[src/rtl/mmio_timer_pkg.sv]
// mmio_timer shared definitions.
// Word offsets (a[4:2]) and register bit positions.
`timescale 1ns/1ps
package mmio_timer_pkg;

  localparam logic [2:0] OFF_CTRL   = 3'd0;
  localparam logic [2:0] OFF_LOAD   = 3'd1;
  localparam logic [2:0] OFF_COUNT  = 3'd2;
  localparam logic [2:0] OFF_STATUS = 3'd3;
  localparam logic [2:0] OFF_PRESC  = 3'd4;

  localparam int CTRL_EN    = 0;
  localparam int CTRL_AUTO  = 1;
  localparam int CTRL_IE    = 2;
  localparam int STATUS_EXP = 0;

endpackage

[src/rtl/timer_prescaler.sv]
// Prescaler for mmio_timer.
// One tick every presc+1 enabled cycles.
`timescale 1ns/1ps
module timer_prescaler #(
  parameter int PRESC_W = 16
) (
  input  logic               clk,
  input  logic               reset,
  input  logic               en,
  input  logic               clr,
  input  logic [PRESC_W-1:0] presc,
  output logic               tick
);

  logic [PRESC_W-1:0] pcnt;

  assign tick = en && (pcnt == presc);

  always_ff @(posedge clk) begin
    if (reset || !en || clr) begin
      pcnt <= '0;
    end else if (tick) begin
      pcnt <= '0;
    end else begin
      pcnt <= pcnt + 1'b1;
    end
  end

endmodule

[src/rtl/mmio_timer.sv]
// Memory-mapped down-counting timer.
// Bus responder with sticky expiry flag and level irq.
`timescale 1ns/1ps
module mmio_timer
  import mmio_timer_pkg::*;
#(
  parameter logic [31:0] BASE_ADDR = 32'hFFFF_0000,
  parameter int          PRESC_W   = 16
) (
  input  logic        clk,
  input  logic        reset,
  input  logic        we,
  input  logic [31:0] a,
  input  logic [31:0] wd,
  output logic [31:0] rd,
  output logic        irq
);

  logic [2:0]         ctrl;
  logic [31:0]        load;
  logic [31:0]        count;
  logic               exp;
  logic [PRESC_W-1:0] presc;

  logic       sel;
  logic [2:0] off;
  logic       wr;
  logic       wr_ctrl;
  logic       wr_load;
  logic       wr_count;
  logic       wr_status;
  logic       wr_presc;
  logic       pclr;
  logic       tick;

  logic [31:0] count_nx;
  logic        hw_dis;
  logic        exp_set;
  logic        unused_ok;

  assign sel = (a[31:5] == BASE_ADDR[31:5]);
  assign off = a[4:2];
  assign wr  = we && sel;

  assign wr_ctrl   = wr && (off == OFF_CTRL);
  assign wr_load   = wr && (off == OFF_LOAD);
  assign wr_count  = wr && (off == OFF_COUNT);
  assign wr_status = wr && (off == OFF_STATUS);
  assign wr_presc  = wr && (off == OFF_PRESC);

  // restart the prescale period on a fresh enable
  assign pclr = wr_presc
              || (wr_ctrl && !ctrl[CTRL_EN] && wd[CTRL_EN]);

  assign unused_ok = ^{a[1:0], wd};

  timer_prescaler #(
    .PRESC_W(PRESC_W)
  ) u_presc (
    .clk  (clk),
    .reset(reset),
    .en   (ctrl[CTRL_EN]),
    .clr  (pclr),
    .presc(presc),
    .tick (tick)
  );

  always_comb begin
    count_nx = count;
    hw_dis   = 1'b0;
    exp_set  = 1'b0;
    if (tick) begin
      if (count > 32'd1) begin
        count_nx = count - 32'd1;
      end else if (count == 32'd1) begin
        exp_set = 1'b1;
        if (ctrl[CTRL_AUTO]) begin
          count_nx = load;
        end else begin
          count_nx = '0;
          hw_dis   = 1'b1;
        end
      end else begin
        exp_set = 1'b1;
        hw_dis  = 1'b1;
      end
    end
  end

  always_ff @(posedge clk) begin
    if (reset) begin
      ctrl  <= '0;
      load  <= '0;
      count <= '0;
      exp   <= 1'b0;
      presc <= '0;
    end else begin
      if (wr_ctrl) begin
        ctrl <= wd[2:0];
      end else if (hw_dis) begin
        ctrl[CTRL_EN] <= 1'b0;
      end
      if (wr_load) begin
        load <= wd;
      end
      count <= wr_count ? wd : count_nx;
      // a new expiry outranks a simultaneous clear
      if (exp_set) begin
        exp <= 1'b1;
      end else if (wr_status && wd[STATUS_EXP]) begin
        exp <= 1'b0;
      end
      if (wr_presc) begin
        presc <= wd[PRESC_W-1:0];
      end
    end
  end

  always_comb begin
    rd = '0;
    if (sel) begin
      case (off)
        OFF_CTRL:   rd = {29'd0, ctrl};
        OFF_LOAD:   rd = load;
        OFF_COUNT:  rd = count;
        OFF_STATUS: rd = {31'd0, exp};
        OFF_PRESC:  rd = 32'(presc);
        default:    rd = '0;
      endcase
    end
  end

  assign irq = exp && ctrl[CTRL_IE];

endmodule

[config.mk]
export PLATFORM = sky130hd
export DESIGN_NAME = mmio_timer
export DESIGN_NICKNAME = d
export VERILOG_FILES = /design/src/rtl/mmio_timer_pkg.sv /design/src/rtl/timer_prescaler.sv /design/src/rtl/mmio_timer.sv
export SDC_FILE = /design/constraint.sdc
export NUM_CORES = 1
export LEC_CHECK = 0
export ABC_CLOCK_PERIOD_IN_PS = 2800
export BUFFER_PORTS_ARGS = -buffer_cell sky130_fd_sc_hd__buf_2
export CAP_MARGIN = 5
export CORE_AREA = 2 2 111 113
export DETAILED_ROUTE_END_ITERATION = 7
export DIE_AREA = 0 0 113 115
export PLACE_DENSITY_LB_ADDON = 0.3
export SLEW_MARGIN = 15
export SYNTH_ARGS = -nofsm -noshare
export SYNTH_HDL_FRONTEND = slang
export SYNTH_SLANG_ARGS = --single-unit
[constraint.sdc]
create_clock -name clk -period 2.8 [get_ports clk]
set_clock_uncertainty 0.15 [all_clocks]
set_input_delay 0.42 -clock clk [delete_from_list [all_inputs] [get_ports clk]]
set_output_delay 0.42 -clock clk [all_outputs]
set_load 0.01 [all_outputs]
# ---- Yosys cells after proc, flatten, opt, wreduce, memory -nomap -nowiden
# Index checks and enable logic that the tools add are counted.
# Widths: inputs -> output; s select.
dict set report word_totals {
  reg_bits 100
  out_inout_bits 33
  elab_cells 56
  inputBits 67
}
dict set report classes {
  n_mux 17
  add_sub_neg 2
  n_lt_le_gt_ge 1
  reduce_logical 22
  n_eq_ne 7
}
# cell count
set op_table {}
lappend op_table {{$mux 32} 6}
lappend op_table {{$pmux 32 s5} 1}
lappend op_table {{$eq 32x1->1 const B} 1}
lappend op_table {{$gt 32x1->1 const B} 1}
lappend op_table {{$sub 32x1->32 const B} 1}
lappend op_table {{$eq 27x27->1 const B} 1}
lappend op_table {{$add 16x1->16 const B} 1}
lappend op_table {{$eq 16x16->1} 1}
lappend op_table {{$logic_and 1x1->1} 11}
lappend op_table {{$mux 1} 10}
lappend op_table {{$eq 3x2->1 const B} 2}
lappend op_table {{$reduce_bool 2->1} 3}
lappend op_table {{$eq 3x1->1 const B} 1}
lappend op_table {{$eq 3x3->1 const B} 1}
lappend op_table {{$logic_not 3->1} 1}
lappend op_table {{$logic_or 1x1->1} 3}
lappend op_table {{$reduce_bool 3->1} 1}
lappend op_table {{$reduce_and 2->1} 1}
lappend op_table {{$reduce_or 2->1} 1}
lappend op_table {{$logic_not 1->1} 1}

# ---- Depth between registers and ports, before layout
# Gate-level depths: netlist (run 1).
dict set report logic_depth {
  word_depth 8
  ltp_mapped 11
}

# ---- Modules after synthesis
# A second synthesis (run 1) with hierarchy kept.
dict set report unflattened {
  cells_unflattened 815
  area_unflattened_um2 6158.4
}
# module n_inst area_each_um2 seq_area_each_um2 cells_each
set by_module_without_submodules {}
lappend by_module_without_submodules {mmio_timer 1 5232.5 1681.6 714}
lappend by_module_without_submodules {timer_prescaler 1 925.9 320.3 101}

# ---- Worst setup path after synthesis (run 1)
# OpenSTA, ideal clock, no wires.
dict set report synth_timing {
  path_kind {input-to-reg}
  startpoint {input a[14]}
  endpoint {register u_presc.pcnt[12]}
  cell_stages 9
  required_time_ps 2533
  arrival_ps 2744
  path_slack_ps -211
  path_cell_list {or4b_2 nor4_2 nand3_1 nor4b_1 buf_2 or4_1 clkbuf_1 buf_2 nor2_1}
}
dict set report synth_via {
  elab_chain_cells 8
  word_cells_on_any_way 9
}
# item line_no
set synth_rtl {}
lappend synth_rtl {{from (decl)} mmio_timer.sv:13} ;# input logic [31:0] a,
lappend synth_rtl {{$eq 27x27->1 (*)} mmio_timer.sv:41} ;# assign sel = (a[31:5] == BASE_ADDR[31:5]);
lappend synth_rtl {{$logic_and 1x1->1 (*)} mmio_timer.sv:43} ;# assign wr = we && sel;
lappend synth_rtl {{$logic_and 1x1->1} mmio_timer.sv:45} ;# assign wr_ctrl = wr && (off == OFF_CTRL);
lappend synth_rtl {{$logic_and 1x1->1 (2 in series)} mmio_timer.sv:53} ;# || (wr_ctrl && !ctrl[CTRL_EN] && wd[CTRL_EN]);
lappend synth_rtl {{$logic_or 1x1->1 (*)} mmio_timer.sv:53}
lappend synth_rtl {{$logic_or 1x1->1 (*)} timer_prescaler.sv:20} ;# if (reset || !en || clr) begin
lappend synth_rtl {{$reduce_or 2->1 (no line) (*)} n/a}
lappend synth_rtl {{to (signal assigned)} timer_prescaler.sv:25} ;# pcnt <= pcnt + 1'b1;
lappend synth_rtl {{to (decl)} timer_prescaler.sv:15} ;# logic [PRESC_W-1:0] pcnt;
# Mark *: on every way between the ends. The rest lies on a longest branch, timed or not.
# A chain may end at the register's enable or synchronous reset.

# ---- Worst setup path in the final report (run 1)
dict set report layout_timing {
  startpoint {register count[28]}
  endpoint {register count[5]}
}
dict set report layout_via {
  elab_chain_cells 4
  word_cells_on_any_way 7
}
# item line_no
set layout_rtl {}
lappend layout_rtl {{from (decl)} mmio_timer.sv:21} ;# logic [31:0] count;
lappend layout_rtl {{from (signal assigned)} mmio_timer.sv:106} ;# count <= wr_count ? wd : count_nx;
lappend layout_rtl {{$gt 32x1->1} mmio_timer.sv:73} ;# if (count > 32'd1) begin
lappend layout_rtl {{$mux 32} mmio_timer.sv:73}
lappend layout_rtl {{$mux 32} mmio_timer.sv:72} ;# if (tick) begin
lappend layout_rtl {{$mux 32} mmio_timer.sv:106}
# Several ways; a longest one is shown, not always the timed one. The select of a mux whose other input is x is not followed.

==> flow_metrics.tcl, run 1 <==
set metrics [dict create \
    whs_endpoint "count[17]$_SDFFE_PP0P_" \
    whs_path_depth 3 \
    num-nets-final 975 \
    required_ns 2.89 \
    pwr-share-comb_pct 4.8 \
    ys_warn_count 0 \
    grt_pass1_wl_um 31400 \
    max_cap_viol_count 0 \
    min_from "wd[17]" \
    grt_pass1_vias 6358 \
    drc 7 \
    grt_max_degree 53 \
    antenna_cells 0 \
    grt_antenna_before_repair 0 \
    synthArstFlopShare_pct 0 \
    htreeDepth 3 \
    yosysMostFrequentCell "nor2_1" \
    synth_commonest_cells "nor2_1, dfxtp_1, a21oi_1, mux2i_1, clkbuf_1" \
    track_usage_pct 30.1 \
    yosysTopAreaCell "dfxtp_1" \
    synthFlopType "dfxtp_1" \
    crit_path_end_kind "flop" \
    place_congestion 0.903 \
    die_h_um 115 \
    synthesis.area_sq_um 5940 \
    synth.top_cell.area_share_pct 33.7 \
    drtIter0Drc 647 \
    core.rowCount 40 \
    wl_per_cell_um 18.4 \
    setup_viol_count_final 0 \
    maxSlewViolCount 0 \
    p_per_area_nw_per_um2 376 \
    num_vias 6430 \
    synth-edff-count 0 \
    initial_core_util_pct 50.3 \
    path_class "flop to flop" \
    final_antenna_net_count 0 \
    insertion_delay_ns 0.37 \
    syn_area_per_cell_sq_um 7.63 \
    synthTopCellsByArea "dfxtp_1, nor2_1, mux2i_1" \
    status "finished with violations" \
    grt-ovfl-total 0 \
    area_growth_pct 25.0 \
    vias_per_cell 6.08 \
    ys_seq_area_share_pct 33.7 \
    die-area_sq_um 13000 \
    hold_viol_final 0 \
    clockBufferDepth 2 \
    yosysUniqueCellTypes 49 \
    worstMarginPinSlew_ns 0.954 \
    p_sw_mw 0.682 \
    die_w_um 113 \
    period_share_pct 97.4 \
    max_freq_mhz 367 \
    port_buffers 97 \
    relSlewSlack_pct 36.2 \
    reg2reg_slack_ns 0.07 \
    numCtsBuffers 9 \
    r2r-start "count[28]$_SDFFE_PP0P_" \
    min_path_type "input pin to flop" \
    violations "design-rule violations" \
    p_int_mw 2.11 \
    postSynthCellCount 778 \
    clock-sinks 100 \
    drive_gt1_share_pct 23.1 \
    placed_cell_area_sq_um 7010 \
    hpwl_um 13900 \
    p_leak_nw 3.19 \
    crit_fanout 5 \
    power_frac_seq_pct 50.9 \
    ir_drop_mv 0.471 \
    multi_input_area_sq_um 3740 \
    swShare_pct 24.4 \
    worstSetupStartpointType "flop" \
    regArea_sq_um 2000 \
    stdcell_area_sq_um 7420 \
    drt_pass1_iterations 8 \
    clk_pin_slew_ns 0.07 \
    clkPwrFrac_pct 44.3 \
    cts_root_buf "clkbuf_16" \
    cts_tree "yes" \
    ys_seq_elements 100 \
    worstPathArrival_ns 2.82 \
    min_period_ns 2.73 \
    rr_worst_depth 7 \
    io-pin-count 100 \
    fillers 1031 \
    routed_wl_um 19500 \
    reg2reg_to "count[5]$_SDFFE_PP0P_" \
    final_cells 1057 \
    core_sq_um 11800 \
    synthesis.nets 848 \
    dpl.cell_count 1038 \
    cts_hold_buf 0 \
]
-- timing repair --
action | CTS | global route
gates resized for setup | 2 | 12
pin swaps | 1 | 1
gates cloned | 0 | 2
buffers inserted | 0 | 1
endpoints found under the setup margin | 3 | 37
hold endpoints to repair | 0 | 0
-- power groups by stage --
stage	registers (mW)	clock network, mW	logic, mW
6_report	1.42	1.23	0.134
5_1_grt	1.42	1.30	0.144
4_1_cts	1.42	1.26	0.130
3_5_place_dp	1.45	0	0.129
3_3_place_gp	1.45	0	0.127
2_1_floorplan	1.45	0	0.0491
-- worst max-delay path by stage --
stage | depth (start not counted) | startpoint | slack (ns) | endpoint
2_1_floorplan | 8 | count[23]$_SDFFE_PP0P_ | -0.09 | count[30]$_SDFFE_PP0P_
3_3_place_gp | 9 | a[7] | 0.01 | presc[14]$_SDFFE_PP0P_
3_5_place_dp | 9 | a[7] | -0.005 | presc[15]$_SDFFE_PP0P_
4_1_cts | 7 | a[7] | 0.03 | rd[10]
5_1_grt | 7 | a[14] | -0.01 | rd[21]
6_report | 7 | count[28]$_SDFFE_PP0P_ | 0.07 | count[5]$_SDFFE_PP0P_
-- cell type report --
| cell class | instances | area share [%] |
|---|---|---|
| repair buffers | 174 | 15.8 |
| well taps | 147 | 2.48 |
| clock buffers | 10 | 3.22 |
| inverters | 10 | 0.506 |
| multi-input cells | 610 | 50.4 |
| flip-flops and latches | 100 | 27.0 |
| clock inverters | 6 | 0.641 |
-- placed cells by master, fill, tap and decap left out, types with 20 or more instances in the layout --
| cell type | n |
|---|---|
| a22oi_1 | 35 |
| nor3_1 | 20 |
| buf_2 | 97 |
| nand2_1 | 41 |
| dfxtp_1 | 99 |
| xnor2_1 | 29 |
| a21oi_1 | 52 |
| buf_4 | 69 |
| o21ai_0 | 41 |
| nor2_1 | 163 |
| mux2i_1 | 52 |
-- stage by stage --
| step | total power [mW] | utilization, % | setup WS [ns] | setup TNS (ns) | hold slack (ns) |
|---|---|---|---|---|---|
| 2_1_floorplan | 1.50 | - | -0.0890 | -0.0890 | 0.287 |
| 3_3_place_gp | 1.58 | 59.3 | 0.0132 | 0 | 0.303 |
| 3_5_place_dp | 1.58 | 59.3 | -0.00537 | -0.00642 | 0.329 |
| 4_1_cts | 2.81 | 61.9 | 0.0283 | 0 | 0.118 |
| 5_1_grt | 2.86 | 62.8 | -0.0120 | -0.0333 | 0.147 |
| 6_report | 2.79 | 62.8 | 0.0741 | 0 | 0.124 |
-- state kept, by name (all words and copies together), names as in the netlist --
register      flops
load             32
presc            16
u_presc.pcnt     16
count            32
exp               1
ctrl              3
-- worst max-delay path, stage by stage, from the launching register on --
cell      delay, ns
dfxtp_1        0.35
nor4_1         0.53
nand4_1        0.32
or4_4          0.65
buf_4          0.18
a32o_1         0.20
a21oi_1        0.14
a211oi_1       0.09
-- logic make-up (layout without fill, tap and decap cells) --
logic type,after synthesis,in the layout,synth area share (%)
xor gates and xnor gates,40,40,5.90
buffers and inverters,68,200,4.57
muxes,53,53,9.15
adders and majority gates,3,3,0.632
AOI/OAI and AO/OA,175,175,18.8
and+or+nand+nor,339,339,27.2
DFF,100,100,33.7
-- routing by layer --
layer / global-route usage, % / share of wire [%] / vias up
met4: 12.3 / 3.6 / 0
met1: 37.9 / 42 / 3009
li1: - / - / 3042
met2: 50.1 / 47 / 311
met5: 0 / 0 / -
met3: 6.75 / 7.3 / 68
Note: power is estimated with default switching activity, not from simulation.
==> inputs of run 2 (changes only) <==
--- a/config.mk
+++ b/config.mk
@@ -5,14 +5,16 @@
 export SDC_FILE = /design/constraint.sdc
 export NUM_CORES = 1
 export LEC_CHECK = 0
+export ABC_AREA = 1
 export ABC_CLOCK_PERIOD_IN_PS = 2800
 export BUFFER_PORTS_ARGS = -buffer_cell sky130_fd_sc_hd__buf_2
 export CAP_MARGIN = 5
-export CORE_AREA = 2 2 111 113
+export CORE_AREA = 2 2 116 118
 export DETAILED_ROUTE_END_ITERATION = 7
-export DIE_AREA = 0 0 113 115
+export DIE_AREA = 0 0 118 120
 export PLACE_DENSITY_LB_ADDON = 0.3
 export SLEW_MARGIN = 15
 export SYNTH_ARGS = -nofsm -noshare
 export SYNTH_HDL_FRONTEND = slang
+export SYNTH_HIERARCHICAL = 1
 export SYNTH_SLANG_ARGS = --single-unit
==> run 2 against run 1 <==
Effect of this change: largest power group unchanged; area after synthesis up 13%; combinational power up 7%; non-clock buffer count down 52; total power up 0.17%; final cell count up 32%; flip-flop and latch count unchanged; maximum frequency up 8.5%; the flow now finishes without violations; utilization down 3.3 points; count of clock-buffer cells in the layout unchanged.
==> flow_metrics.tcl, run 2 <==
set metrics [dict create \
    clockBufferDepth 2 \
    core.rowCount 42 \
    wl_per_cell_um 14.4 \
    cts_tree "yes" \
    grt_pass1_vias 7286 \
    max_freq_mhz 398 \
    worstSetupStartpointType "input pin" \
    routed_wl_um 20100 \
    required_ns 2.23 \
    synth_compound_area_share_pct 15.4 \
    insertion_delay_ns 0.36 \
    min_path_type "input pin to flop" \
    swShare_pct 24.6 \
    synthArstFlopShare_pct 0 \
    synthTopCellsByArea "dfxtp_1, nand2_1, nor2_1" \
    synth.top_cell.area_share_pct 29.9 \
    core_sq_um 13000 \
    drtIter0Drc 616 \
    path_class "input pin to output port" \
    ys_seq_elements 100 \
    setup_viol_count_final 0 \
    numCtsBuffers 9 \
    p_per_area_nw_per_um2 362 \
    relSlewSlack_pct 40.6 \
    clkPwrFrac_pct 44.0 \
    clock-sinks 100 \
    crit_fanout 15 \
    postSynthCellCount 1123 \
    power_frac_seq_pct 50.8 \
    rsz0062_at_grt "false" \
    ys_warn_count 6 \
    post_cts_resized 0 \
    die_h_um 120 \
    yosys.area_share.simple_pct 40.0 \
    worstMarginPinSlew_ns 0.891 \
    ys_seq_area_share_pct 29.9 \
    drc 0 \
    yosysMostFrequentCell "nand2_1" \
    die-area_sq_um 14200 \
    cts_root_buf "clkbuf_16" \
    yosysUniqueCellTypes 38 \
    grt_antenna_before_repair 0 \
    synth_commonest_cells "nand2_1, nor2_1, inv_1, dfxtp_1, a21oi_1" \
    syn_area_per_cell_sq_um 5.97 \
    synthesis.area_sq_um 6700 \
    drt_pass1_iterations 5 \
    layout_commonest_cell "nand2_1" \
    p_int_mw 2.11 \
    min_period_ns 2.51 \
    synthFlopType "dfxtp_1" \
    synth_top_family_by_area "simple AND/OR/NAND/NOR gates" \
    grt_max_degree 55 \
    io-pin-count 100 \
    vias_per_cell 5.31 \
    maxSlewViolCount 0 \
    die_w_um 118 \
    num_vias 7411 \
    post_cts_buffers 0 \
    antenna_cells 0 \
    final_cells 1395 \
    cts_hold_buf 0 \
    max_cap_viol_count 0 \
    fin_tns_setup_ns 0 \
    fillers 1320 \
    hpwl_um 14700 \
    most-common-layout-cells "nand2_1, nor2_1, inv_1, dfxtp_1, buf_2" \
    holdWs_ns 0.161 \
    initial_core_util_pct 51.6 \
    status "finished clean" \
    port_buffers 97 \
    dpl.cell_count 1379 \
    pwr-share-comb_pct 5.2 \
    synth_fa_ha_area_share_pct 0.560 \
    area_growth_pct 15.4 \
    clk_pin_slew_ns 0.07 \
    p_sw_mw 0.687 \
    grt_pass1_wl_um 34200 \
    ir_drop_mv 0.439 \
    synth_xor_area_share_pct 3.53 \
    largestRegisters "count: 32 flops, load: 32 flops" \
    period_share_pct 89.8 \
    yosysTopAreaCell "dfxtp_1" \
    place_congestion 0.960 \
    grt-ovfl-total 0 \
    htreeDepth 3 \
    crit_path_end_kind "output port" \
    final_antenna_net_count 0 \
    synth_mux_area_share_pct 0 \
    synthesis.nets 1193 \
    hold_viol_final 0 \
    synth-edff-count 0 \
    worstPathArrival_ns 1.94 \
    track_usage_pct 29.7 \
    num-nets-final 1284 \
    drive_gt1_share_pct 14.9 \
    p_leak_nw 3.65 \
]
-- run 2: worst max-delay path: stages --
cell,delay (ns)
buf_2,0.10
nor2_1,0.09
nand2_1,0.07
inv_1,0.07
nand4_1,0.08
nor2_1,0.16
o21ai_2,0.28
buf_4,0.28
a31oi_1,0.20
buf_2,0.17
-- run 2: path summary, 6_finish.rpt --
kind                              start                    endpoint  slack [ns]  cells after the start
max                                a[9]                      rd[12]        0.29                     10
min                              wd[31]       load[31]$_SDFFE_PP0P_        0.16                      3
max reg2reg       presc[7]$_SDFFE_PP0P_      count[20]$_SDFFE_PP0P_        0.36                     15
min reg2reg  u_presc/pcnt[0]$_SDFF_PP0_  u_presc/pcnt[0]$_SDFF_PP0_        0.37                      1
-- run 2: power by group through the flow --
stage	clock network (mW)	registers, mW	logic, mW
after detailed placement	0	1.45	0.142
after global routing	1.29	1.42	0.159
after floorplan	0	1.45	0.0570
after CTS	1.24	1.42	0.143
final	1.23	1.42	0.144
after global placement	0	1.45	0.141
-- run 2: cell families after synthesis --
kind of cell    Yosys count
fa+ha+maj                 3
simple gates            637
flops                   100
buf+inv                 173
compound gates          183
xor+xnor                 27
-- run 2: routing by layer --
metal,global-route usage [%],wire length [um]
met5,0,0
met1,37.6,8980
met3,5.37,1210
met2,49.9,9260
met4,12.1,614
-- run 2: cell type report --
| type | instances | area, sq um | share of cell area [%] |
|---|---|---|---|
| multi-input combinational | 850 | 4010 | 51.9 |
| sequential | 100 | 2000 | 25.9 |
| timing repair buffer | 122 | 723 | 9.36 |
| inverter | 131 | 492 | 6.36 |
| clock buffer | 10 | 239 | 3.09 |
| tap | 176 | 220 | 2.85 |
| clock inverter | 6 | 45.0 | 0.583 |
-- run 2: through the flow --
| stage | total power, mW | instance area, sq um | util (%) | setup slack, ns |
|---|---|---|---|---|
| 2_1_floorplan | 1.51 | 6700 | - | 0.685 |
| 4_1_cts | 2.81 | 7730 | 59.5 | 0.309 |
| 3_5_place_dp | 1.60 | 7440 | 57.4 | 0.303 |
| 5_1_grt | 2.87 | 7730 | 59.5 | 0.161 |
| 3_3_place_gp | 1.60 | 7440 | 57.4 | 0.316 |
| 6_report | 2.79 | 7730 | 59.5 | 0.287 |
==> inputs of run 3 (changes only) <==
--- a/config.mk
+++ b/config.mk
@@ -6,7 +6,7 @@
 export NUM_CORES = 1
 export LEC_CHECK = 0
 export ABC_AREA = 1
-export ABC_CLOCK_PERIOD_IN_PS = 2800
+export ABC_CLOCK_PERIOD_IN_PS = 2300
 export BUFFER_PORTS_ARGS = -buffer_cell sky130_fd_sc_hd__buf_2
 export CAP_MARGIN = 5
 export CORE_AREA = 2 2 116 118
==> constraint.sdc (replaced) <==
create_clock -name clk -period 2.3 [get_ports clk]
set_clock_uncertainty 0.15 [all_clocks]
set_input_delay 0.345 -clock clk [delete_from_list [all_inputs] [get_ports clk]]
set_output_delay 0.345 -clock clk [all_outputs]
set_load 0.01 [all_outputs]
==> run 3 against run 2 <==
Effect of this change: sequential power grew 22%; final cell count rose by 1.8%; worst setup slack worse by 0.17 ns; routed wire length rose by 3.3%; non-clock buffer count is 26 higher; total power grew 22%; final area rose by 3.4%; critical path type unchanged; critical endpoint is now rd[4]; largest power group unchanged.
==> flow_metrics.tcl, run 3 (synthesized netlist as in run 2, its figures left out) <==
set metrics [dict create \
    port_buffers 97 \
    die-area_sq_um 14200 \
    holdWs_ns 0.0738 \
    area_growth_pct 19.3 \
    ir_drop_mv 0.375 \
    crit_path_end_kind "output port" \
    worstSetupStartpointType "input pin" \
    setup_ws_ns 0.116 \
    core_sq_um 13000 \
    cts_root_buf "clkbuf_16" \
    cp_top_family "buffers and inverters" \
    fillers 1318 \
    hpwl_um 15600 \
    post_cts_buffers 0 \
    grt_antenna_before_repair 0 \
    num_vias 7498 \
    most-common-layout-cells "nand2_1, nor2_1, inv_1, buf_2, dfxtp_1" \
    numCtsBuffers 9 \
    vias_per_cell 5.28 \
    cts_hold_buf 0 \
    largestRegisters "count: 32 flops, load: 32 flops" \
    clk_pin_slew_ns 0.07 \
    hold_viol_final 0 \
    max_cap_viol_count 0 \
    regArea_sq_um 2020 \
    layout_commonest_cell "nand2_1" \
    grt_max_degree 49 \
    cts_tree "yes" \
    drt_pass1_iterations 5 \
    dpl.cell_count 1405 \
    p_per_area_nw_per_um2 426 \
    p_leak_nw 3.79 \
    drc 0 \
    core.rowCount 42 \
    max_freq_mhz 458 \
    required_ns 1.80 \
    io-pin-count 100 \
    die_w_um 118 \
    rsz0062_at_grt "true" \
    maxSlewViolCount 0 \
    final_cells 1420 \
    grt_pass1_vias 7199 \
    grt-ovfl-total 0 \
    setup_viol_count_final 0 \
    min_path_type "input pin to flop" \
    initial_core_util_pct 51.6 \
    crit_buf_inv 4 \
    crit_fanout 16 \
    min_period_ns 2.18 \
    clockBufferDepth 2 \
    period_share_pct 95.0 \
    worstMarginPinSlew_ns 0.399 \
    num-nets-final 1310 \
    slowest_delay_ns 0.26 \
    post_cts_resized 0 \
    relSlewSlack_pct 73.3 \
    multi_input_area_sq_um 4020 \
    track_usage_pct 30.2 \
    path_class "input pin to output port" \
    worstPathArrival_ns 1.69 \
    insertion_delay_ns 0.36 \
    wl_per_cell_um 14.6 \
    clock-sinks 100 \
    drtIter0Drc 526 \
    htreeDepth 3 \
    antenna_cells 0 \
    place_congestion 0.953 \
    die_h_um 120 \
    grt_pass1_wl_um 34600 \
    status "finished clean" \
    final_antenna_net_count 0 \
    pre_cts_ws_ns 0.0498 \
    routed_wl_um 20700 \
    path_cells "buf_2, nor2_1, nand2_1, inv_1, buf_12, nand2_1, a31oi_1, buf_2" \
    slowest_stage "nor2_1" \
    drive_gt1_share_pct 17.4 \
]
[run 3: stage by stage]
stage	setup TNS, ns	area, sq um	utilization [%]	total power, mW
final	0	7990	61.6	3.40
after floorplan	0	6700	-	1.84
after detailed placement	0	7660	59.1	1.95
after CTS	0	7950	61.2	3.43
after global placement	0	7660	59.1	1.95
after global routing	-0.0116	7990	61.6	3.51
[run 3: area by class of cell]
| type | count | share of cell area, % |
|---|---|---|
| clock buffers | 10 | 2.99 |
| clock inverters | 5 | 0.532 |
| inverters | 131 | 6.15 |
| multi-input cells | 850 | 50.3 |
| flip-flops and latches | 100 | 25.2 |
| well taps | 176 | 2.76 |
| repair buffers | 148 | 12.0 |
[run 3: routing by layer]
layer | vias up | GRT usage, % | part of all wire, %
li1 | 3806 | - | -
met1 | 3335 | 38.4 | 44
met2 | 305 | 50.5 | 46
met3 | 52 | 5.66 | 7.1
met4 | 0 | 12.1 | 3.5
met5 | - | 0 | 0
[run 3: worst paths after layout]
kind | to | depth (start not counted) | from | slack (ns)
max | rd[4] | 8 | a[2] | 0.12
min | load[18]$_SDFFE_PP0P_ | 3 | wd[18] | 0.07
max reg2reg | count[20]$_SDFFE_PP0P_ | 13 | count[14]$_SDFFE_PP0P_ | 0.17
min reg2reg | u_presc/pcnt[0]$_SDFF_PP0_ | 1 | u_presc/pcnt[0]$_SDFF_PP0_ | 0.34
[run 3: worst register-to-register path, stage by stage (launching register included)]
cell	delay [ns]
dfxtp_1	0.37
nor2_1	0.20
nand2_1	0.15
nor2_4	0.16
nand2_2	0.11
inv_2	0.09
nand3_4	0.08
nand2_4	0.13
nand2_4	0.09
inv_2	0.25
nand2_1	0.09
nand3_1	0.09
nand2_1	0.05
inv_1	0.06
[run 3: power breakdown]
group          switching (mW)  internal (mW)  leakage, nW  total (mW)
clock                   0.727          0.772        0.136        1.50
sequential      0.00000000188           1.73        0.809        1.73
combinational           0.112         0.0671         2.85       0.179
total                   0.839           2.57         3.79        3.40
